[config.mk]
export PLATFORM = sky130hd
export DESIGN_NAME = sar_search
export DESIGN_NICKNAME = d
export VERILOG_FILES = /design/src/rtl/sar_search.sv
export SDC_FILE = /design/constraint.sdc
export NUM_CORES = 1
export LEC_CHECK = 0
export ABC_AREA = 1
export CAP_MARGIN = 20
export CELL_PAD_IN_SITES_DETAIL_PLACEMENT = 1
export CELL_PAD_IN_SITES_GLOBAL_PLACEMENT = 2
export CORE_ASPECT_RATIO = 2
export CORE_UTILIZATION = 33
export CTS_BUF_LIST = sky130_fd_sc_hd__clkbuf_8
export DETAILED_ROUTE_END_ITERATION = 12
export PLACE_DENSITY_LB_ADDON = 0.1
export SLEW_MARGIN = 10
export SYNTH_ARGS = -nofsm -noshare
export SYNTH_HDL_FRONTEND = slang
export SYNTH_SLANG_ARGS = --single-unit
[constraint.sdc]
create_clock -name Clk -period 3 [get_ports Clk]
set_input_delay 0.6 -clock Clk [delete_from_list [all_inputs] [get_ports Clk]]
set_output_delay 0.6 -clock Clk [all_outputs]
set_load 0.05 [all_outputs]
[src/rtl/sar_search.sv]
// Signed binary search that drives probe values to an external comparator until it reports a match.
// Latency: one cycle from Start to first Guess, one cycle from the match to Done; no backpressure, flags sampled every SEARCH cycle.
module sar_search #(
    parameter int W = 4
) (
    input  logic         Clk,
    input  logic         Reset,
    input  logic         Start,
    input  logic         AgrB,
    input  logic         AeqB,
    input  logic         AltB,
    output logic [W-1:0] Guess,
    output logic         Busy,
    output logic         Done,
    output logic         Err,
    output logic [W-1:0] Found,
    output logic [3:0]   Steps
);

    typedef enum logic [1:0] {IDLE, SEARCH, DONE, ERROR} state_t;

    localparam int LO_INIT = -(2 ** (W - 1));
    localparam int HI_INIT = (2 ** (W - 1)) - 1;
    localparam logic signed [W:0] ONE = (W + 1)'(1);

    state_t              state, state_d;
    logic signed [W:0]   lo, hi, lo_d, hi_d;
    logic signed [W:0]   mid, mid_m1, mid_p1;
    logic [3:0]          cnt, cnt_d;
    logic [W-1:0]        found_d;
    logic [3:0]          steps_d;

    always_ff @(posedge Clk or posedge Reset) begin
        if (Reset) begin
            state <= IDLE;
            lo    <= '0;
            hi    <= '0;
            cnt   <= '0;
            Found <= '0;
            Steps <= '0;
        end else begin
            state <= state_d;
            lo    <= lo_d;
            hi    <= hi_d;
            cnt   <= cnt_d;
            Found <= found_d;
            Steps <= steps_d;
        end
    end

    always_comb begin
        // One extra bit on lo/hi keeps the sum and the +/-1 updates free of overflow.
        mid     = (lo + hi) >>> 1;
        mid_m1  = mid - ONE;
        mid_p1  = mid + ONE;
        state_d = state;
        lo_d    = lo;
        hi_d    = hi;
        cnt_d   = cnt;
        found_d = Found;
        steps_d = Steps;
        Guess   = '0;
        Busy    = 1'b0;
        Done    = 1'b0;
        Err     = 1'b0;

        case (state)
            IDLE, ERROR: begin
                Err = (state == ERROR);
                if (Start) begin
                    state_d = SEARCH;
                    lo_d    = (W + 1)'(LO_INIT);
                    hi_d    = (W + 1)'(HI_INIT);
                    cnt_d   = '0;
                    found_d = '0;
                    steps_d = '0;
                end
            end
            SEARCH: begin
                Busy  = 1'b1;
                Guess = W'(mid);
                cnt_d = cnt + 4'd1;
                if (!$onehot({AgrB, AeqB, AltB})) begin
                    state_d = ERROR;
                end else if (AeqB) begin
                    state_d = DONE;
                    found_d = W'(mid);
                    steps_d = cnt + 4'd1;
                end else if (AgrB) begin
                    // An empty interval means the comparator contradicted an earlier answer.
                    if (mid_m1 < lo) state_d = ERROR;
                    else             hi_d    = mid_m1;
                end else begin
                    if (mid_p1 > hi) state_d = ERROR;
                    else             lo_d    = mid_p1;
                end
            end
            DONE: begin
                Done    = 1'b1;
                state_d = IDLE;
            end
            default: state_d = IDLE;
        endcase
    end

endmodule

; ---- Word level (Yosys, flattened, before mapping)
; Cells that the tools add are included.
[totals]
ff_bits = 24
output_inout_bits = 15
elab_cells = 67
[classes]
addsub = 6
n_lt_le_gt_ge = 2
eq_ne = 14
mux = 31
reduce_logical = 8
[op_table]
columns = op, n
row1 = $mux 5, 10
row2 = $mux 4, 6
row3 = $pmux 4 s2, 3
row4 = $pmux 5 s2, 2
row5 = $ne 2x2->1 const B, 8
row6 = $mux 2, 6
row7 = $reduce_and 6->1, 2
row8 = $ne 5x5->1 const B, 2
row9 = $pmux 2 s3, 1
row10 = $add 4x2->5 const B, 1
row11 = $add 5x5->5, 1
row12 = $gt 5x5->1, 1
row13 = $lt 5x5->1, 1
row14 = $sub 4x2->5 const B, 1
row15 = $add 4x1->4 const B, 1
row16 = $eq 2x1->1 const B, 2
row17 = $eq 2x2->1 const B, 2
row18 = $reduce_and 4->1, 1
row19 = $mux 1, 3
row20 = $reduce_and 3->1, 1
row21 = $add 1x1->2, 1
row22 = $add 2x1->2, 1
row23 = $logic_not 2->1, 1
row24 = $reduce_and 2->1, 1
row25 = other kinds (2), 2

; ---- Logic depth before layout (Yosys ltp)
; Gate-level depths: netlist of the first run.
[logic_depth]
ltp_word = 8
mapped_depth = 23

; ---- Worst setup path before layout of the first run
; No wires, ideal clock.
[synth_path]
kind = flip-flop to flip-flop
start = register hi[0]
end = register hi[0]
arrival_ns = 2.565
t_required_ns = 2.856
slack_ns = 0.292
path_stages_with_launch = 18
synth_period_minus_slack_ns = 2.708
cell_sequence = dfrtp_1 nand2_1 inv_1 fa_1 xor2_1 inv_1 ha_1 xor2_2 ha_1 nand2_1 a21oi_1 nor2_1 nand4_1 nand2_1 nand2_1 nand2_1 nand2_1 o21ai_0
[synth_via]
elab_chain_len = 7
elab_cells_between_ends = 10
cone_classes = 2 x add/sub / 1 x order compare / 1 x eq/ne / 5 x mux / 1 x reduce/logical
[synth_lines]
columns = element, line_no
row1 = start: declaration, 27  ; logic signed [W:0] lo, hi, lo_d, hi_d;
row2 = start signal: assignment, 44  ; hi <= hi_d;
row3 = $add 5x5->5 (*), 53  ; mid = (lo + hi) >>> 1;
row4 = $sub 4x2->5 (*), 54  ; mid_m1 = mid - ONE;
row5 = branches (longest 5 deep; another with $lt 5x5->1), -
; Mark *: on every way between the ends. The select of a mux whose other input is x is not followed.
; A chain may end at the register's enable or synchronous reset.

; ---- Worst setup path in the final report of the first run
[layout_path]
start = register lo[1]
end = register state[1]
[layout_via]
elab_chain_len = 5
elab_cells_between_ends = 8
cone_classes = 3 x add/sub / 2 x order compare / 2 x eq/ne / 1 x reduce/logical
[layout_lines]
columns = element, line_no
row1 = start: declaration, 27
row2 = start signal: assignment, 43  ; lo <= lo_d;
row3 = $add 5x5->5, 53
row4 = $sub 4x2->5 or $add 4x2->5 (tied branches), "54, 55"
row5 = $lt 5x5->1 or $gt 5x5->1 (tied branches), "91, 94"
row6 = $ne 5x5->1 (no source line), -
row7 = $reduce_and 3->1 (no source line) (*), -
row8 = end signal: assignment, 42  ; state <= state_d;
row9 = end: declaration, 26  ; state_t state, state_d;
; Mark *: on every way between the ends. The rest lies on a longest branch, timed or not.

==> flow_summary_export.csv, run 1 <==
group,metric,value,unit
route,dr.pass1.iters,4,
run_status,status,"completed",
place,dp_slack,-0.0862,ns
hold_path,hold_class,"reg2reg",
floorplan,core,0.00514,sq mm
sta,setup_violations,0,
grt,grt_pass1_vias,1765,
critical_path,path_cells,"buf_6, ha_1, a21oi_2, nand2_2, xnor2_2, buf_4, nand3_1, xor2_1, ha_1, nand2_1, a21oi_1, nor2_1, nand4_1, nand2_2, nand2_1, nand2_2, nand2_1, nand2_1, nand2_1",
place,hpwl,4.30,mm
critical_path,arrival,3.01,ns
logic_synthesis,yosysUniqueCellTypes,24,
critical_path,critical_path_class,"reg2reg",
grt,overflow,0,
logic_synthesis,synth_seq_area_share,34.4,%
logic_synthesis,synthTopCellsByCount,"74 x nand2_1, 36 x inv_1, 24 x dfrtp_1",
floorplan,die_y,105,um
cts,cts_buffer_depth,2,
logic_synthesis,ys_warn_count,0,
route,dr_total_vias,1621,
logic_synthesis,ys.flop_type,"dfrtp_1",
logic_synthesis,async_flop_share,100,%
logic_synthesis,synth-edff-count,0,
critical_path,crit_required,3.17,ns
route,via_per_inst,4.85,
layout,drive_gt1_share,25.7,%
sta,hold_violations,0,
grt,grt_use_total,20.9,%
sta,relSlewSlack,65.8,%
job,drv_cap,0,
cts,clockRootBuffer,"clkbuf_8",
route,wirelength,5.34,mm
sta,whs,0.487,ns
sta,tns,0,ns
floorplan,rows,37,
floorplan,die-width,53.4,um
sta,worst_pin_slew,0.511,ns
logic_synthesis,synth-seq-cells,24,
critical_path,end_kind,"register",
logic_synthesis,syn-mean-instance-area,7.56,sq um
critical_path,crit_top_cell,"nand2_1",
grt,antenna_found_initial,0,
logic_synthesis,syn_nets,259,
place,gp_congestion,0.787,
sta,period_minus_slack,2.84,ns
layout,finalNetCount,305,
sta,fmax,353,MHz
logic_synthesis,synth_area,0.00175,sq mm
logic_synthesis,yosysMostFrequentCell,"nand2_1",
logic_synthesis,synthTopCellsByArea,"dfrtp_1 34%, nand2_1 16%, ha_1 14%",
critical_path,crit_family,"simple AND/OR/NAND/NOR gates",
floorplan,die_area,0.00561,sq mm
cts,cts_buffers,3,
cts,cts_tree,"built",
critical_path,slowest_delay,0.43,ns
route,drtIter0Drc,17,
cts,clk_latency,0.27,ns
critical_path,critPathMaxFanout,3,
route,detail_route.wl_per_cell,16.0,um
logic_synthesis,syn_inst,231,
sta,worst_slack,0.165,ns
cts,clkTransAtPathRegs,0.09,ns
logic_synthesis,yosysTopAreaCellShare,34.4,%
critical_path,cp.buffers_inverters,2,
sta,period_share,94.5,%
sta,slew_viol_final,0,
grt,grt_pass1_wl,8.33,mm
route,drc,0,
place,placed_area,0.00216,sq mm
cts,cts_max_level,1,
cts,clock_sinks,24,
layout,antenna_cells,0,
layout,fillers,612,
route,ant_nets,0,
critical_path,startpoint_type,"register",
cts,holdBufCountCts,0,
grt,grt_start_max_net_pins,25,
floorplan,initial_utilization,34.0,%
logic_synthesis,synth_area_leader_cell,"dfrtp_1",
layout,area_growth,39.8,%
floorplan,pin_count,21,
critical_path,cp_slowest_cell,"dfrtp_1",
layout,fin_area,0.00244,sq mm
sta,skew,0.00452,ns
place,port_buffers,20,
cells by family after synthesis:
family | Yosys count | share of synthesized area (%)
AO/OA/AOI/OAI | 24 | 7.16
adder cells (fa/ha/maj) | 22 | 16.6
buffers and inverters | 43 | 9.53
XOR/XNOR | 8 | 4.87
flip-flops | 24 | 34.4
multiplexers | 2 | 1.29
AND/OR/NAND/NOR | 108 | 26.1
tightest hold or removal path, delay by kind of cell, from the launching register on:
family	cells	cell delay (ns)
AND/OR/NAND/NOR	2	0.10
flip-flops	1	0.36
flip-flops by register name, indices dropped and copies added (netlist names):
name	flops
Found	4
Steps	4
cnt	4
hi	5
lo	5
state	2
cell usage in the layout, fill, tap and decap left out, drive strengths merged:
cell / count
nor3: 2
xnor2: 4
clkbuf: 3
buf: 27
inv: 41
o211ai: 1
fa: 2
dfrtp: 24
a21oi: 10
o21ai: 12
nand2: 75
bufinv: 1
nor2: 14
nand3: 12
nand4: 5
ha: 20
xor2: 4
clkdlybuf4s50: 16
mux2: 2
a211oi: 1
through the flow:
| stage | utilization [%] | cells |
|---|---|---|
| after floorplan | - | 231 |
| after global placement | 42.0 | 325 |
| after detailed placement | 42.0 | 325 |
| after CTS | 43.6 | 329 |
| after global routing | 47.5 | 334 |
| final | 47.5 | 334 |
worst paths after layout:
path	from	endpoint	slack (ns)	depth (start not counted)
max in group asynchronous	Reset	hi[3]	2.07	3
max reg2reg	lo[1]	state[1]	0.16	19
max	lo[1]	state[1]	0.16	19
min	Found[1]	Found[1]	0.49	2
min reg2reg	Found[1]	Found[1]	0.49	2
min in group asynchronous	Reset	Steps[3]	0.68	3
area by class of cell:
cell class	count	area [sq um]	share of cell area [%]
Sequential cell	24	601	24.6
Clock buffer	3	41.3	1.69
Multi-Input combinational cell	164	1130	46.2
Tap cell	58	72.6	2.97
Inverter	41	156	6.41
Clock inverter	1	30.0	1.23
Timing Repair Buffer	43	412	16.9
routing by layer:
layer | global-route usage, % | part of all wire [%] | up-vias
met1 | 20.1 | 34 | 793
met5 | 0 | 0 | -
li1 | - | - | 807
met4 | 7.33 | 3.2 | 0
met3 | 1.46 | 0.90 | 9
met2 | 41.9 | 61 | 12
timing repair:
action | CTS | global route
setup buffers | 0 | 5
endpoints found under the setup margin | 11 | 12
resized for setup | 4 | 34
pin swaps | 0 | 7
Power of run 1 is left out: the tool's default activity adds up to more than one toggle a clock period on the data nets, which glitch-free logic cannot reach.
==> run 2: changes to the inputs <==
--- a/config.mk
+++ b/config.mk
@@ -10,7 +10,8 @@
 export CELL_PAD_IN_SITES_DETAIL_PLACEMENT = 1
 export CELL_PAD_IN_SITES_GLOBAL_PLACEMENT = 2
 export CORE_ASPECT_RATIO = 2
-export CORE_UTILIZATION = 33
+export CORE_MARGIN = 4
+export CORE_UTILIZATION = 36
 export CTS_BUF_LIST = sky130_fd_sc_hd__clkbuf_8
 export DETAILED_ROUTE_END_ITERATION = 12
 export PLACE_DENSITY_LB_ADDON = 0.1
==> constraint.sdc (replaced) <==
create_clock -name Clk -period 3.5 [get_ports Clk]
set_input_delay 0.7 -clock Clk [delete_from_list [all_inputs] [get_ports Clk]]
set_output_delay 0.7 -clock Clk [all_outputs]
set_load 0.05 [all_outputs]
==> flow_summary_export.csv, run 2 (synthesis gave the netlist of run 1 again) <==
group,metric,value,unit
run_status,status,"completed",
sta,skew,0.00942,ns
cts,clockRootBuffer,"clkbuf_8",
floorplan,die_area,0.00610,sq mm
critical_path,end_kind,"output port",
sta,hold_violations,0,
floorplan,die-width,57.3,um
critical_path,startpoint_type,"register",
sta,worst_pin_slew,0.512,ns
grt,grt_pass1_wl,8.53,mm
layout,final_common_cell,"nand2_1",
route,drtIter0Drc,29,
sta,rsz0062_at_grt,"false",
hold_path,hold_class,"reg2reg",
layout,top_regs,"hi x5, lo x5",
cts,cts_buffer_depth,2,
sta,tns,0,ns
floorplan,core,0.00464,sq mm
grt,grt_use_met1,19.0,%
sta,slew_viol_final,0,
cts,clkTransAtPathRegs,0.10,ns
grt,grt_start_max_net_pins,25,
sta,period_minus_slack,3.35,ns
layout,drive_gt1_share,8.20,%
floorplan,die_y,107,um
route,ant_nets,0,
layout,fillers,599,
floorplan,rows,35,
grt,grt_use_total,18.2,%
layout,seq_area,601,sq um
grt,antenna_found_initial,0,
route,dr.pass1.iters,4,
grt,grtUsageMet2,35.4,%
layout,multiInputGateArea,990,sq um
route,via_per_inst,4.98,
grt,globalRoute.busiestLayer,"met2",
cts,cts_tree,"built",
grt,grtUsageMet3,1.46,%
floorplan,initial_utilization,37.6,%
place,port_buffers,20,
route,drc,0,
route,wirelength,5.10,mm
sta,setup_violations,0,
job,drv_cap,0,
sta,fmax,299,MHz
layout,final_cell_mix,"74 x nand2_1, 36 x inv_1, 24 x dfrtp_1, 20 x ha_1, 19 x clkdlybuf4s50_1",
route,detail_route.wl_per_cell,16.4,um
cts,holdBufCountCts,0,
cts,postCtsSetupRepairBufs,0,
route,dr_total_vias,1550,
sta,relSlewSlack,65.8,%
grt,grt_pass1_vias,1742,
cts,clock_sinks,24,
critical_path,critPathMaxFanout,4,
layout,area_growth,21.7,%
layout,finalNetCount,285,
critical_path,critical_path_class,"reg2out",
cts,clk_latency,0.28,ns
place,gp_congestion,0.798,
critical_path,arrival,2.65,ns
critical_path,crit_required,2.80,ns
cts,cts_buffers,3,
layout,antenna_cells,0,
sta,period_share,95.6,%
place,hpwl,4.18,mm
floorplan,pin_count,21,
grt,overflow,0,
cts,cts_max_level,1,
==> run 2: timing repair <==
action,4_1_cts,5_1_grt
hold endpoints to repair,0,0
endpoints found under the setup margin,1,6
resized for setup,1,3
==> run 2: stage by stage <==
step                std cells  setup slack [ns]  hold WS (ns)  utilization, %  area, sq um
global placement          306             0.299         0.458            43.5         2020
detailed placement        306             0.223         0.463            43.5         2020
floorplan                 231             0.773         0.475               -         1750
global route              311            0.0166         0.528            45.8         2130
finish                    311             0.153         0.482            45.8         2130
CTS                       310             0.160         0.487            45.0         2090
==> run 2: worst paths after layout <==
check / from / end / slack, ns / cells after the start
hold reg to reg: Steps[0] / Steps[0] / 0.48 / 2
setup reg to reg: hi[0] / lo[3] / 0.42 / 19
hold / removal: Steps[0] / Steps[0] / 0.48 / 2
setup / recovery: hi[2] / Guess[2] / 0.15 / 7
max in group asynchronous: Reset / lo[1] / 2.39 / 3
min in group asynchronous: Reset / Steps[2] / 0.69 / 2
==> run 2: area by class of cell <==
cell class	instances	share of cell area, %
clock buffer	3	1.94
sequential	24	28.3
multi-input combinational	164	46.6
clock inverter	1	1.41
tap	55	3.24
timing repair buffer	23	11.4
inverter	41	7.24
==> run 2: routing by layer <==
layer | vias up | part of all wire, % | wire (um)
met3 | 14 | 0.84 | 43
met1 | 749 | 36 | 1810
met4 | 0 | 4.2 | 216
met5 | - | 0 | 0
met2 | 19 | 59 | 3030
li1 | 768 | - | -
==> run 2: critical path, stage by stage (launching register included) <==
cell and delay (ns):
dfrtp_1 0.42, ha_1 0.37, a21oi_1 0.19, nand2_2 0.10, xnor2_1 0.15, buf_4 0.16, nor2_1 0.14, clkdlybuf4s50_1 0.83
Power of run 2 is left out for the same reason.
